===== src/rtl/fifo_stream_reader_if.sv =====
// Bundles the FIFO read port and the outgoing valid/ready stream of fifo_stream_reader.
interface fifo_stream_reader_if #(
  parameter int DW = 8
);
  logic [DW-1:0] fifo_dout;
  logic          fifo_empty;
  logic          fifo_read;
  logic [DW-1:0] m_data;
  logic          m_valid;
  logic          m_ready;
  logic          m_last;

  modport master (
    input  fifo_dout, fifo_empty, m_ready,
    output fifo_read, m_data, m_valid, m_last
  );

  modport slave (
    output fifo_dout, fifo_empty, m_ready,
    input  fifo_read, m_data, m_valid, m_last
  );
endinterface


===== src/rtl/fifo_stream_reader.sv =====
// Pops a latency-1 synchronous FIFO into a 2-deep skid buffer and presents it as a
// framed valid/ready stream with fixed-length packets and a completed-packet counter.
module fifo_stream_reader #(
  parameter  int DW      = 8,
  parameter  int PKT_LEN = 16,
  parameter  int PCW     = 16,
  localparam int BW      = (PKT_LEN > 1) ? $clog2(PKT_LEN) : 1
) (
  input  logic                 clk,
  input  logic                 rst_n,
  input  logic                 en,
  fifo_stream_reader_if.master bus,
  output logic [BW-1:0]        beat_idx,
  output logic [PCW-1:0]       pkt_cnt
);

  localparam logic [BW-1:0] LAST_IDX = BW'(PKT_LEN - 1);

  logic [1:0]    cnt;
  logic [1:0]    occ;
  logic          infl;
  logic          pop;
  logic [DW-1:0] head;
  logic [DW-1:0] tail;

  assign occ         = cnt + {1'b0, infl};
  assign bus.m_valid = (cnt != 2'd0);
  assign pop         = bus.m_valid & bus.m_ready;
  assign bus.m_data  = head;
  assign bus.m_last  = bus.m_valid & (beat_idx == LAST_IDX);

  // A slot freed by this cycle's pop may be refilled by a read issued in the same cycle.
  assign bus.fifo_read = rst_n & en & ~bus.fifo_empty &
                         ((occ < 2'd2) | ((occ == 2'd2) & pop));

  always_ff @(posedge clk) begin
    if (!rst_n) begin
      cnt      <= 2'd0;
      infl     <= 1'b0;
      head     <= '0;
      tail     <= '0;
      beat_idx <= '0;
      pkt_cnt  <= '0;
    end else begin
      infl <= bus.fifo_read;

      unique case ({infl, pop})
        2'b10: begin
          if (cnt == 2'd0) head <= bus.fifo_dout;
          else             tail <= bus.fifo_dout;
          cnt <= cnt + 2'd1;
        end
        2'b01: begin
          head <= tail;
          cnt  <= cnt - 2'd1;
        end
        2'b11: begin
          if (cnt == 2'd2) begin
            head <= tail;
            tail <= bus.fifo_dout;
          end else begin
            head <= bus.fifo_dout;
          end
        end
        default: ;
      endcase

      if (pop) begin
        beat_idx <= (beat_idx == LAST_IDX) ? '0 : beat_idx + BW'(1);
        if (bus.m_last) pkt_cnt <= pkt_cnt + PCW'(1);
      end
    end
  end

endmodule


===== src/flat_wrapper.sv =====
// flat-port wrapper written by rule: the top's interface ports become plain ports
module fifo_stream_reader_flat 
#(
  parameter  int DW      = 8,
  parameter  int PKT_LEN = 16,
  parameter  int PCW     = 16,
  localparam int BW      = (PKT_LEN > 1) ? $clog2(PKT_LEN) : 1
)
  (clk, rst_n, en, beat_idx, pkt_cnt, bus_fifo_dout, bus_fifo_empty, bus_m_ready, bus_fifo_read, bus_m_data, bus_m_valid, bus_m_last);
  fifo_stream_reader_if #(.DW(DW)) bus_i ();
  input  logic clk;
  input  logic rst_n;
  input  logic en;
  output logic [BW-1:0] beat_idx;
  output logic [PCW-1:0] pkt_cnt;
  input wire logic [$bits(bus_i.fifo_dout)-1:0] bus_fifo_dout;
  input wire logic [$bits(bus_i.fifo_empty)-1:0] bus_fifo_empty;
  input wire logic [$bits(bus_i.m_ready)-1:0] bus_m_ready;
  output wire logic [$bits(bus_i.fifo_read)-1:0] bus_fifo_read;
  output wire logic [$bits(bus_i.m_data)-1:0] bus_m_data;
  output wire logic [$bits(bus_i.m_valid)-1:0] bus_m_valid;
  output wire logic [$bits(bus_i.m_last)-1:0] bus_m_last;
  assign bus_i.fifo_dout = bus_fifo_dout;
  assign bus_i.fifo_empty = bus_fifo_empty;
  assign bus_i.m_ready = bus_m_ready;
  assign bus_fifo_read = bus_i.fifo_read;
  assign bus_m_data = bus_i.m_data;
  assign bus_m_valid = bus_i.m_valid;
  assign bus_m_last = bus_i.m_last;
  fifo_stream_reader #(.DW(DW), .PKT_LEN(PKT_LEN), .PCW(PCW)) u_core (.clk(clk), .rst_n(rst_n), .en(en), .bus(bus_i), .beat_idx(beat_idx), .pkt_cnt(pkt_cnt));
endmodule

===== config.mk =====
export PLATFORM = sky130hd
export DESIGN_NAME = fifo_stream_reader_flat
export DESIGN_NICKNAME = d
export VERILOG_FILES = /design/src/rtl/fifo_stream_reader_if.sv /design/src/rtl/fifo_stream_reader.sv /design/src/flat_wrapper.sv
export SDC_FILE = /design/constraint.sdc
export NUM_CORES = 1
export LEC_CHECK = 0
export BUFFER_PORTS_ARGS = -buffer_cell sky130_fd_sc_hd__buf_2
export CAP_MARGIN = 20
export CORE_MARGIN = 3
export CORE_UTILIZATION = 40
export DETAILED_ROUTE_END_ITERATION = 6
export GPL_ROUTABILITY_DRIVEN = 0
export MAX_ROUTING_LAYER = met4
export PLACE_DENSITY = 0.63
export SLEW_MARGIN = 40
export SYNTH_ARGS = -nofsm -noshare
export SYNTH_HDL_FRONTEND = slang
export SYNTH_SLANG_ARGS = --single-unit

===== constraint.sdc =====
create_clock -name clk -period 2.08 [get_ports clk]
set_input_delay 0.416 -clock clk [delete_from_list [all_inputs] [get_ports clk]]
set_output_delay 0.416 -clock clk [all_outputs]
set_load 0.01 [all_outputs]

==> flow_summary_export.csv, run 1 <==
group,metric,value,unit
status,run_status,"completed",
route,ant_nets,0,
yosys,syn_inst,203,
floorplan,die-height,73.7,µm
cells_and_area,final_nets,274,
route,wl,3850,µm
cells_and_area,design_area,2250,µm²
clock_network,post_cts.repair.setup_buffers,0,
route,routedWlPerCell,12.7,µm
clock_network,clk_latency,0.29,ns
sta,holdWs,0.386,ns
clock_network,cts_tree,"done",
route,met2_length,1620,µm
yosys,syn_nets,223,
cells_and_area,n_antenna_cell,0,
clock_network,postCtsHoldBufs,0,
clock_network,htreeDepth,2,
floorplan,start_util,43.6,%
sta,skew,0.00953,ns
placed_design,dpl.cell_count,297,
route,vias_per_cell,5.33,
yosys,synth_top_area_share,42.6,%
cells_and_area,fin_cells,304,
clock_network,cts_buffer_depth,2,
sta,slew_headroom,54.7,%
route,vias,1620,
setup_path,end_kind,"primary output",
global_routing,grt_first_pass_wirelength,6490,µm
sta,rsz0062_at_grt,"false",
yosys,synth_top_area_cell,"dfxtp_1",
yosys,synth_edf_count,0,
sta,timing.fmax,507,MHz
cells_and_area,fin_util,53.5,%
yosys,ys_types,35,
route,drt_iter0_markers,83,
route,dr_wl_met3,248,µm
global_routing,antenna_found_initial,0,
cells_and_area,area_growth,22.6,%
pwr,seqPwrFrac,49.2,%
pwr,sw_frac_of_total,29.0,%
sta,period_needed,1.97,ns
yosys,synth_seq_cells,39,
clock_network,cts_root_buffer,"clkbuf_8",
pwr,ir_worst_vdd,0.469,mV
yosys,synthTopCellsByArea,"dfxtp_1 (43%), mux2i_1 (6.6%), nor2_1 (4.9%)",
placed_design,placed_cell_area,2150,µm²
yosys,synth_common_cells,"dfxtp_1 (39), nor2_1 (24), inv_1 (14)",
floorplan,die_area,5430,µm²
clock_network,clk_pin_slew,0.07,ns
sta,fin_crit_sh,94.9,%
global_routing,grt_overflow_total,0,
route,dr.max_layer_used,"met4",
sta,finalHoldViolations,0,
global_routing,grt_max_degree,19,
yosys,yosysMostFrequentCell,"dfxtp_1",
yosys,synthesis.area,1830,µm²
floorplan,core-area,4200,µm²
pwr,clkPwrFrac,30.4,%
yosys,yosys_warnings,0,
yosys,async_flop_share,0,%
global_routing,grt_util_all_layers,15.8,%
pwr,combinationalPowerShare,20.4,%
pwr,p_switching,493,µW
pwr,internal_power,1.20,mW
floorplan,row_count,23,
setup_path,cp_max_fo,6,
setup_path,arrival,1.56,ns
sta,drv_slew,0,
clock_network,clkSinkCount,39,
route,wirelength_met1,1920,µm
placed_design,dp_hpwl,2810,µm
cells_and_area,num-fill-cells,396,
sta,worstMarginPinSlew,0.679,ns
cells_and_area,multi_input_area,976,µm²
route,drt_pass1_iterations,4,
floorplan,ios,44,
pwr,leakage,0.934,nW
hold_path,holdCritPathClass,"in2reg",
setup_path,cp-start-kind,"register",
clock_network,cts_inserted_buffers,5,
yosys,avgSynthCellArea,9.03,µm²
placed_design,numPortBuffers,43,
cells_and_area,register_area,782,µm²
sta,setup_viol,0,
route,drc,0,
setup_path,crit_type,"reg2out",
yosys,ys.flop_type,"dfxtp_1",
setup_path,worstPathRequired,1.66,ns
floorplan,die_w,73.7,µm
cells_and_area,drive_above_1_share,26.8,%
run,drv_cap,0,
global_routing,grt_pass1_vias,1378,
pwr,power_density,755,nW/µm²
yosys,yosysSeqAreaShare,42.6,%
-- worst max-delay path, cell delays in order, from the launching register on --
cell     delay [ns]
dfxtp_2        0.34
buf_4          0.16
ha_1           0.28
o21ai_2        0.17
and4b_1        0.19
buf_2          0.12
-- what timing repair did --
item | CTS | global route
resized for setup | 1 | 4
cloned | 0 | 0
endpoints found under the hold margin | 0 | 0
endpoints found under the setup margin | 1 | 10
-- flip-flops by register name, indices dropped and copies added, names as in the netlist --
register,count
u_core.beat_idx,4
u_core.cnt,2
u_core.pkt_cnt,16
u_core.tail,8
u_core.infl,1
u_core.bus.m_data,8
-- metal layers --
metal  track usage [%]  vias up
li1                  -      820
met2              21.2       50
met1              22.3      743
met4              6.64        0
met3              3.69        7
met5                 -        -
-- path summary, 6_finish.rpt --
check	from	endpoint	slack (ns)	cells past startpoint
setup / recovery	u_core.cnt[0]$_SDFFE_PN0P_	bus_fifo_read	0.11	5
hold / removal	bus_fifo_dout[4]	u_core.tail[4]$_SDFFE_PN0P_	0.39	3
setup reg to reg	u_core.beat_idx[0]$_SDFFE_PN0P_	u_core.pkt_cnt[14]$_SDFFE_PN0P_	0.17	5
hold reg to reg	u_core.bus.m_data[6]$_SDFFE_PN0P_	u_core.bus.m_data[6]$_SDFFE_PN0P_	0.46	2
-- power groups by stage --
stage	combinational, mW	sequential (mW)	clock [mW]
after CTS	0.346	0.834	0.529
after global placement	0.339	0.852	0
after global routing	0.387	0.842	0.563
final	0.346	0.835	0.517
after floorplan	0.219	0.859	0
after detailed placement	0.344	0.849	0
-- cell usage in the layout, fill, tap and decap left out, drive strengths merged --
cell type and count:
buf 52, dfxtp 39, nor2 24, inv 14, mux2i 12, a21oi 12, nand2 11, a211oi 9
a221oi 8, xnor2 7, ha 7, nand3 7, o21ai 7, clkbuf 6, nand2b 5, or3 5
xor2 4, nand4 4, nor4 3, nor3 3, and4b 2, o211ai 2, and3 2, or4 2
clkinv 2, o2111ai 1, nor3b 1, mux2 1, o31ai 1, and4 1
-- cell families after synthesis --
logic type      synth area share [%]
compound gates                  15.1
fa+ha+maj                       4.78
flops                           42.6
buf+inv                         5.26
mux                             7.17
xor+xnor                        5.26
simple gates                    19.9
-- per-stage QoR --
| step | TNS, ns | power (mW) | setup WS [ns] |
|---|---|---|---|
| floorplan | 0 | 1.08 | 0.0132 |
| global placement | -0.0917 | 1.19 | -0.0186 |
| detailed placement | -0.441 | 1.19 | -0.0689 |
| CTS | 0 | 1.71 | 0.0221 |
| global route | 0 | 1.79 | 0.0250 |
| finish | 0 | 1.70 | 0.106 |
-- cell type report --
class | count | share of cell area, %
flip-flops and latches | 39 | 34.8
clock buffers | 6 | 3.67
repair buffers | 52 | 12.6
inverters | 15 | 2.51
multi-input cells | 141 | 43.4
clock inverters | 1 | 0.223
well taps | 50 | 2.78
Note: power is estimated with default switching activity, not from simulation.
==> run 2: changes to the inputs <==
--- a/config.mk
+++ b/config.mk
@@ -8,11 +8,11 @@
 export BUFFER_PORTS_ARGS = -buffer_cell sky130_fd_sc_hd__buf_2
 export CAP_MARGIN = 20
 export CORE_MARGIN = 3
-export CORE_UTILIZATION = 40
+export CORE_UTILIZATION = 35
 export DETAILED_ROUTE_END_ITERATION = 6
 export GPL_ROUTABILITY_DRIVEN = 0
 export MAX_ROUTING_LAYER = met4
-export PLACE_DENSITY = 0.63
+export PLACE_DENSITY = 0.56
 export SLEW_MARGIN = 40
 export SYNTH_ARGS = -nofsm -noshare
 export SYNTH_HDL_FRONTEND = slang
==> run 2 against run 1 <==
  * Critical path depth unchanged
  * First-iteration DRC count decreased by 36%
  * Sequential cell count unchanged
  * Wire length increased by 4.8%
  * Setup slack improved by 0.013 ns
  * Non-clock buffer count increased by 3
  * Power increased by 14%
  * Sequential share of layout area decreased by 1.4 points
  * Largest cell class unchanged
  * Clock skew decreased by 0.0048 ns
  * Largest power group unchanged
==> flow_summary_export.csv, run 2 (same netlist as run 1, synthesis figures left out) <==
group,metric,value,unit
cells_and_area,largest_reg_flops,16,
sta,finalHoldViolations,0,
setup_path,cp_max_fo,8,
setup_path,r2r-end,"u_core.pkt_cnt[8]$_SDFFE_PN0P_",
setup_path,arrival,1.55,ns
global_routing,antenna_found_initial,0,
placed_design,dp_hpwl,2980,µm
setup_path,end_kind,"primary output",
sta,holdWs,0.384,ns
cells_and_area,area_growth,27.6,%
sta,timing.fmax,510,MHz
route,vias_per_cell,4.85,
setup_path,reg2reg_depth,6,
run,drv_cap,0,
route,drt_pass1_iterations,4,
setup_path,cpPeakStageDelay,0.34,ns
global_routing,grt_pass1_vias,1441,
setup_path,cp_top_family,"flip-flops",
clock_network,clk_latency,0.29,ns
sta,worstMarginPinSlew,0.698,ns
floorplan,die_w,78.4,µm
route,vias,1576,
cells_and_area,drive_above_1_share,27.5,%
status,run_status,"completed",
clock_network,clk_pin_slew,0.08,ns
clock_network,htreeDepth,2,
route,wl,4030,µm
pwr,power_density,828,nW/µm²
cells_and_area,n_antenna_cell,0,
global_routing,grt_overflow_total,0,
route,routedWlPerCell,12.4,µm
sta,drv_slew,0,
floorplan,die_area,6140,µm²
pwr,leakage,0.966,nW
setup_path,crit_end,"bus_fifo_read",
clock_network,cts_root_buffer,"clkbuf_8",
route,ant_nets,0,
sta,setup_viol,0,
route,drc,0,
clock_network,cts_tree,"done",
clock_network,postCtsHoldBufs,0,
route,drt_iter0_markers,53,
floorplan,core-area,4880,µm²
setup_path,crit_type,"reg2out",
sta,period_needed,1.96,ns
placed_design,dpl.cell_count,317,
setup_path,cp-start-kind,"register",
cells_and_area,fin_cells,325,
floorplan,ios,44,
cells_and_area,multi_input_area,971,µm²
cells_and_area,top_register,"u_core.pkt_cnt",
clock_network,cts_inserted_buffers,5,
hold_path,holdCritPathClass,"in2reg",
setup_path,worst_path_max_delay_cell,"dfxtp_2",
cells_and_area,layout_common_cells,"buf_2 (43), dfxtp_1 (38), nor2_1 (24), inv_1 (14), mux2i_1 (12)",
global_routing,grt_max_degree,17,
placed_design,numPortBuffers,43,
clock_network,post_cts.repair.setup_buffers,0,
cells_and_area,final_nets,277,
sta,skew,0.00473,ns
clock_network,cts_buffer_depth,2,
setup_path,crit_chain,"buf_6, ha_1, o21ai_2, and4b_1, buf_2",
sta,fin_crit_sh,94.3,%
global_routing,grt_first_pass_wirelength,6580,µm
floorplan,die-height,78.4,µm
clock_network,clkSinkCount,39,
setup_path,critPathLaunch,"u_core.cnt[0]$_SDFFE_PN0P_",
cells_and_area,design_area,2340,µm²
global_routing,grt_util_all_layers,13.9,%
cells_and_area,register_area,782,µm²
setup_path,cp.buffers_inverters,2,
cells_and_area,fin_util,47.9,%
placed_design,placed_cell_area,2190,µm²
setup_path,worst-r2r-setup-slack,0.15,ns
setup_path,path_depth,5,
floorplan,row_count,25,
setup_path,regToRegStartpoint,"u_core.beat_idx[0]$_SDFFE_PN0P_",
cells_and_area,num-fill-cells,489,
setup_path,worstPathRequired,1.66,ns
floorplan,start_util,37.6,%
pwr,ir_worst_vdd,0.368,mV
sta,rsz0062_at_grt,"false",
sta,slew_headroom,53.5,%
cells_and_area,final_common_cell,"buf_2",
hold_path,min_path_cells,3,
## run 2: cell type report
class | count | area share [%]
clock buffers | 5 | 2.94
clock inverters | 3 | 2.89
inverters | 15 | 2.41
multi-input cells | 141 | 41.5
flip-flops and latches | 39 | 33.4
well taps | 67 | 3.58
repair buffers | 55 | 13.2
## run 2: worst min path at each step
| stage | startpoint | slack, ns | endpoint |
|---|---|---|---|
| 6_report | bus_fifo_dout[0] | 0.38 | u_core.tail[0]$_SDFFE_PN0P_ |
| 5_1_grt | bus_fifo_dout[2] | 0.41 | u_core.tail[2]$_SDFFE_PN0P_ |
| 3_5_place_dp | u_core.bus.m_data[5]$_SDFFE_PN0P_ | 0.44 | u_core.bus.m_data[5]$_SDFFE_PN0P_ |
| 2_1_floorplan | u_core.tail[0]$_SDFFE_PN0P_ | 0.46 | u_core.tail[0]$_SDFFE_PN0P_ |
| 3_3_place_gp | u_core.bus.m_data[0]$_SDFFE_PN0P_ | 0.45 | u_core.bus.m_data[0]$_SDFFE_PN0P_ |
| 4_1_cts | bus_fifo_dout[7] | 0.38 | u_core.tail[7]$_SDFFE_PN0P_ |
## run 2: metrics by stage
stage	setup WS [ns]	setup TNS, ns	total power [mW]
2_1_floorplan	0.0132	0	1.08
3_3_place_gp	-0.0312	-0.189	1.19
3_5_place_dp	-0.117	-0.855	1.20
4_1_cts	0.0279	0	1.96
5_1_grt	0.0234	0	2.04
6_report	0.119	0	1.94
## run 2: worst min-delay path: cells and delay by family
kind	cells	cell delay [ns]
buffers and inverters	1	0.09
muxes	1	0.06
and+or+nand+nor	1	0.07
## run 2: what timing repair did
| item | 4_1_cts | 5_1_grt |
|---|---|---|
| endpoints found under the setup margin | 1 | 9 |
| resized for setup | 1 | 4 |
| hold endpoints to repair | 0 | 0 |
## run 2: routing by layer
| layer | part of all wire, % | GRT usage [%] | vias up | routed length (µm) |
|---|---|---|---|---|
| met3 | 5.2 | 3.90 | 5 | 211 |
| met5 | 0 | - | - | 0 |
| li1 | - | - | 828 | - |
| met1 | 49 | 17.5 | 705 | 1960 |
| met2 | 45 | 21.7 | 38 | 1810 |
| met4 | 1.1 | 4.72 | 0 | 45 |
## run 2: where the power goes
group	internal [mW]	total, mW	leakage, nW	switching (mW)
logic	0.148	0.355	0.585	0.206
clock network	0.478	0.750	0.0644	0.272
registers	0.800	0.832	0.316	0.0321
